## config.mk

```make
export PLATFORM = sky130hd
export DESIGN_NAME = seq_shift
export DESIGN_NICKNAME = d
export VERILOG_FILES = /design/src/rtl/seq_shift_pkg.sv /design/src/rtl/shift_step.sv /design/src/rtl/seq_shift.sv
export SDC_FILE = /design/constraint.sdc
export NUM_CORES = 1
export LEC_CHECK = 0
export CORE_MARGIN = 5
export CORE_UTILIZATION = 53
export CTS_CLUSTER_DIAMETER = 30
export CTS_CLUSTER_SIZE = 10
export DETAILED_ROUTE_END_ITERATION = 6
export GPL_ROUTABILITY_DRIVEN = 1
export GPL_TIMING_DRIVEN = 0
export PLACE_DENSITY = 0.83
export REMOVE_ABC_BUFFERS = 1
export SYNTH_ARGS = -nofsm -noshare
export SYNTH_HDL_FRONTEND = slang
export SYNTH_SLANG_ARGS = --single-unit
export TNS_END_PERCENT = 50
```

## constraint.sdc

```tcl
create_clock -name clk -period 2.3 [get_ports clk]
set_input_delay 0.345 -clock clk [delete_from_list [all_inputs] [get_ports clk]]
set_output_delay 0.345 -clock clk [all_outputs]
set_load 0.03 [all_outputs]
```

## src/rtl/seq_shift_pkg.sv

```systemverilog
// rtl/seq_shift_pkg.sv - shared types and mode encoding for the sequential shifter
package seq_shift_pkg;

    typedef enum logic [1:0] {
        IDLE  = 2'd0,
        SHIFT = 2'd1,
        DONE  = 2'd2
    } state_t;

    // Bit positions inside the latched mode register
    localparam int MODE_DIR   = 0;
    localparam int MODE_ARITH = 1;
    localparam int MODE_ROT   = 2;
    localparam int MODE_W     = 3;

    function automatic logic [MODE_W-1:0] pack_mode(
        input logic lr_en,
        input logic al_en,
        input logic rot_en
    );
        logic [MODE_W-1:0] m;
        m = '0;
        m[MODE_DIR]   = lr_en;
        m[MODE_ARITH] = al_en;
        m[MODE_ROT]   = rot_en;
        return m;
    endfunction

endpackage

```

## src/rtl/shift_step.sv

```systemverilog
// rtl/shift_step.sv - combinational single-position shift/rotate step
module shift_step #(
    parameter int WIDTH = 8
) (
    input  logic [WIDTH-1:0] w,
    input  logic             lr_en,
    input  logic             al_en,
    input  logic             rot_en,
    output logic [WIDTH-1:0] next_w
);

    // Rotate takes precedence over arithmetic; arithmetic only matters going right
    always_comb begin
        next_w = w;
        if (lr_en) begin
            if (rot_en) begin
                next_w = {w[WIDTH-2:0], w[WIDTH-1]};
            end else begin
                next_w = {w[WIDTH-2:0], 1'b0};
            end
        end else if (rot_en) begin
            next_w = {w[0], w[WIDTH-1:1]};
        end else if (al_en) begin
            next_w = {w[WIDTH-1], w[WIDTH-1:1]};
        end else begin
            next_w = {1'b0, w[WIDTH-1:1]};
        end
    end

endmodule

```

## src/rtl/seq_shift.sv

```systemverilog
// rtl/seq_shift.sv - iterative one-bit-per-clock shifter with start/busy/done handshake
module seq_shift
    import seq_shift_pkg::*;
#(
    parameter int WIDTH = 8,
    localparam int SHW  = $clog2(WIDTH)
) (
    input  logic             clk,
    input  logic             rst,
    input  logic             start,
    input  logic             lr_en,
    input  logic             al_en,
    input  logic             rot_en,
    input  logic [SHW-1:0]   shamt,
    input  logic [WIDTH-1:0] din,
    output logic             busy,
    output logic             done,
    output logic [WIDTH-1:0] dout
);

    state_t            state;
    logic [WIDTH-1:0]  work;
    logic [WIDTH-1:0]  step_w;
    logic [SHW-1:0]    count;
    logic [MODE_W-1:0] mode;

    shift_step #(
        .WIDTH (WIDTH)
    ) u_step (
        .w      (work),
        .lr_en  (mode[MODE_DIR]),
        .al_en  (mode[MODE_ARITH]),
        .rot_en (mode[MODE_ROT]),
        .next_w (step_w)
    );

    always_ff @(posedge clk) begin
        if (rst) begin
            state <= IDLE;
            work  <= '0;
            count <= '0;
            mode  <= '0;
            dout  <= '0;
            busy  <= 1'b0;
            done  <= 1'b0;
        end else begin
            done <= 1'b0;
            case (state)
                IDLE: begin
                    if (start) begin
                        work  <= din;
                        count <= shamt;
                        mode  <= pack_mode(lr_en, al_en, rot_en);
                        busy  <= 1'b1;
                        state <= SHIFT;
                    end
                end
                SHIFT: begin
                    // Counter only decrements while nonzero, so it cannot wrap
                    if (count == '0) begin
                        dout  <= work;
                        done  <= 1'b1;
                        state <= DONE;
                    end else begin
                        work  <= step_w;
                        count <= count - SHW'(1);
                    end
                end
                DONE: begin
                    busy  <= 1'b0;
                    state <= IDLE;
                end
                default: begin
                    busy  <= 1'b0;
                    state <= IDLE;
                end
            endcase
        end
    end

endmodule

```

==> impl_results.md <==
- Port bufs: 26
- Most frequent cells after synthesis: 26 x dfxtp_1, 20 x a21oi_1, 18 x nand2_1
- Drt via density: 5.69
- Status: completed
- Clock Sink Count: 26
- Antenna-violating nets left: 0
- Share of the synthesized area in the top cell type: a little over two fifths
- CP Data Required Time: 2500 ps
- Cell Rows: 17
- Pwr/cell area: 767 mW/mm^2
- Starting Density: a little under three fifths
- Critical path class: input pin to flop
- Layout area overhead: 28.5%
- Hold buffers post-CTS: 0
- Worst R2R Setup Slack: 420 ps
- HPWL after DPL: 1.88 mm
- Gr usage total: between 10% and 20%
- Die Y: between 50 and 60 um
- Overflow after GRT: 0
- CTS tree: built
- Leak pwr: 0.569 nW
- Area contributors post-synth: dfxtp_1 42%, a21oi_1 8.1%, mux2i_1 7.3%
- Worst-path maximum fanout: 27
- RR Startpoint: state[0]
- Worst Hold Class: flop to flop
- Ys flop type: dfxtp_1
- Final setup vio count: 0
- Hold EP: dout[0]
- Tmin final: between 1500 and 2000 ps
- Layout cells sized above 1: 12.3%
- Final Hold Violating Endpoints: 0
- RSZ-0062 raised after global routing: false
- Max_cap viols: 0
- Final Cycle Share: between 80% and 90%
- Fill count: roughly 190
- CP endpoint kind: flop
- # DRC: 0
- Routability Congestion: 0.830
- Post-place instance area: 0.00147 sq mm
- Fin Clk Skew: around 9 ps
- Initial DRC count: 28
- Number of global-route vias before repair: 1073
- # nets final: between 150 and 200
- Mapped cell area: 0.00124 sq mm
- Ys Warns: 0
- Clock transition at the registers of the reported paths: 150 ps
- Worst slew pin tran: 897 ps
- Post-synth ARST share: 0%
- Max-slew headroom: 40.0%
- F_max: 0.521 GHz
- N_diodes: 0
- Die footprint: 0.00340 sq mm
- Pre-CTS setup slack: -557 ps
- Initial antenna violation count: 0
- # IOs: 27
- Final instance area: 0.00159 sq mm
- First-pass GRT wire length: 4.83 mm
- Worst Path Arrival: 2120 ps
- Worst r2r path cells: 4
- Mapped Cells: 144
- Maximum vdd drop: roughly 580 uV
- Startpoint types: input pin
- H-tree depth: 1
- Pre-Repair DR Iteration Count: 4
- Reg2reg end: dout[4]
- Clk buf depth: 2
- FF+latch count, synth: 26
- Post-synth EDFFs: 0
- Via count: 1133
- Final Slew Violations: 0
- Sequential fraction of the synthesis area: 42.1%
- Hold Path Stages: 2
- Routed wire length: 2.96 mm
- Final setup margin: roughly 380 ps
- Chip width: 58.3 um
- Synth cell types: 27
- Count leader, synth: dfxtp_1
- Min-Delay Startpoint: dout[0]
- Pin count of the biggest net entering global routing: 28
- Clock latency on the worst-skew pair: 340 ps
- Largest area contributor in the netlist: dfxtp_1
- Syn avg cell area: 8.58 sq um
- CTS buffer count: 3
- PnR Total Power: roughly 1.2 mW
- Root Buffer: clkbuf_4
- Core box area: between 0.002 and 0.0025 sq mm
- Drt wl/cell: 14.9 um
## flip-flops by register name, summed over array words and instances, names as in the netlist
register  cells
state         2
count         3
done          1
busy          1
mode          3
dout          8
work          8
## routing by layer
layer | vias to the layer above | share of wire, % | GRT usage, %
met5 | - | 0 | 0
met4 | 0 | 2.8 | 8.94
met3 | 9 | 4.4 | 3.73
met2 | 33 | 50 | 33.2
met1 | 549 | 43 | 20.8
li1 | 542 | - | -
## cell families (layout without fill, tap and decap cells)
kind of cell | after synthesis | count (layout) | share of synthesized area (%)
AO/OA/AOI/OAI | 35 | 35 | 20.5
XOR/XNOR | 1 | 1 | 0.709
adder cells (fa/ha/maj) | 2 | 2 | 2.02
buffers and inverters | 15 | 42 | 6.27
flip-flops | 26 | 26 | 42.1
multiplexers | 9 | 9 | 7.29
AND/OR/NAND/NOR | 56 | 56 | 21.1
## power breakdown
part           total, mW  switching, mW  internal (mW)  leakage (nW)
logic              0.347          0.180          0.167         0.328
registers          0.549         0.0514          0.498         0.213
clock network      0.323          0.146          0.177        0.0279
## layout by cell type, fill, tap and decap left out, types with 2 or more instances in the layout
cell type and n:
dfxtp_1 26, nor2_1 16, nand3_1 4, inv_1 5, o22ai_2 6, clkdlybuf4s50_1 26
nand2_1 18, clkbuf_4 3, a21oi_1 20, ha_1 2, nand2b_1 13, o21ai_0 2
mux2i_1 9, buf_4 7
## how the worst max path moves through the flow
stage               cells past startpoint      from  slack, ps        to
global placement                        5     start       -510   work[4]
CTS                                     5  count[0]         80   work[5]
global route                            4  state[0]        180   dout[3]
floorplan                               5  count[0]        200   work[0]
finish                                  3       rst        380  count[2]
detailed placement                      5     start       -560   work[5]
## layout make-up
| class | instances | area (sq um) | area share [%] |
|---|---|---|---|
| Clock buffer | 3 | 22.5 | 1.42 |
| Clock inverter | 1 | 30.0 | 1.89 |
| Inverter | 5 | 18.8 | 1.18 |
| Multi-Input combinational cell | 103 | 649 | 40.9 |
| Sequential cell | 26 | 520 | 32.8 |
| Tap cell | 28 | 35.0 | 2.20 |
| Timing Repair Buffer | 33 | 313 | 19.7 |
## critical path: stages
cell	delay, ps
clkdlybuf4s50_1	1060
nand2b_1	530
o32ai_1	180
## repair_timing
item	4_1_cts	5_1_grt
setup buffers	0	7
resized for setup	1	0
pin swaps	1	1
setup endpoints to repair	9	7
## per-stage QoR
stage          util [%]  instances  hold WS (ps)  TNS, ps
4_1_cts            69.5        192           467        0
2_1_floorplan         -        134           407        0
5_1_grt            71.8        199           497        0
6_report           71.8        199           465        0
3_5_place_dp       66.6        188           448    -4980
3_3_place_gp       66.6        188           445    -4450
No activity file was read; power rests on OpenSTA's default activity.
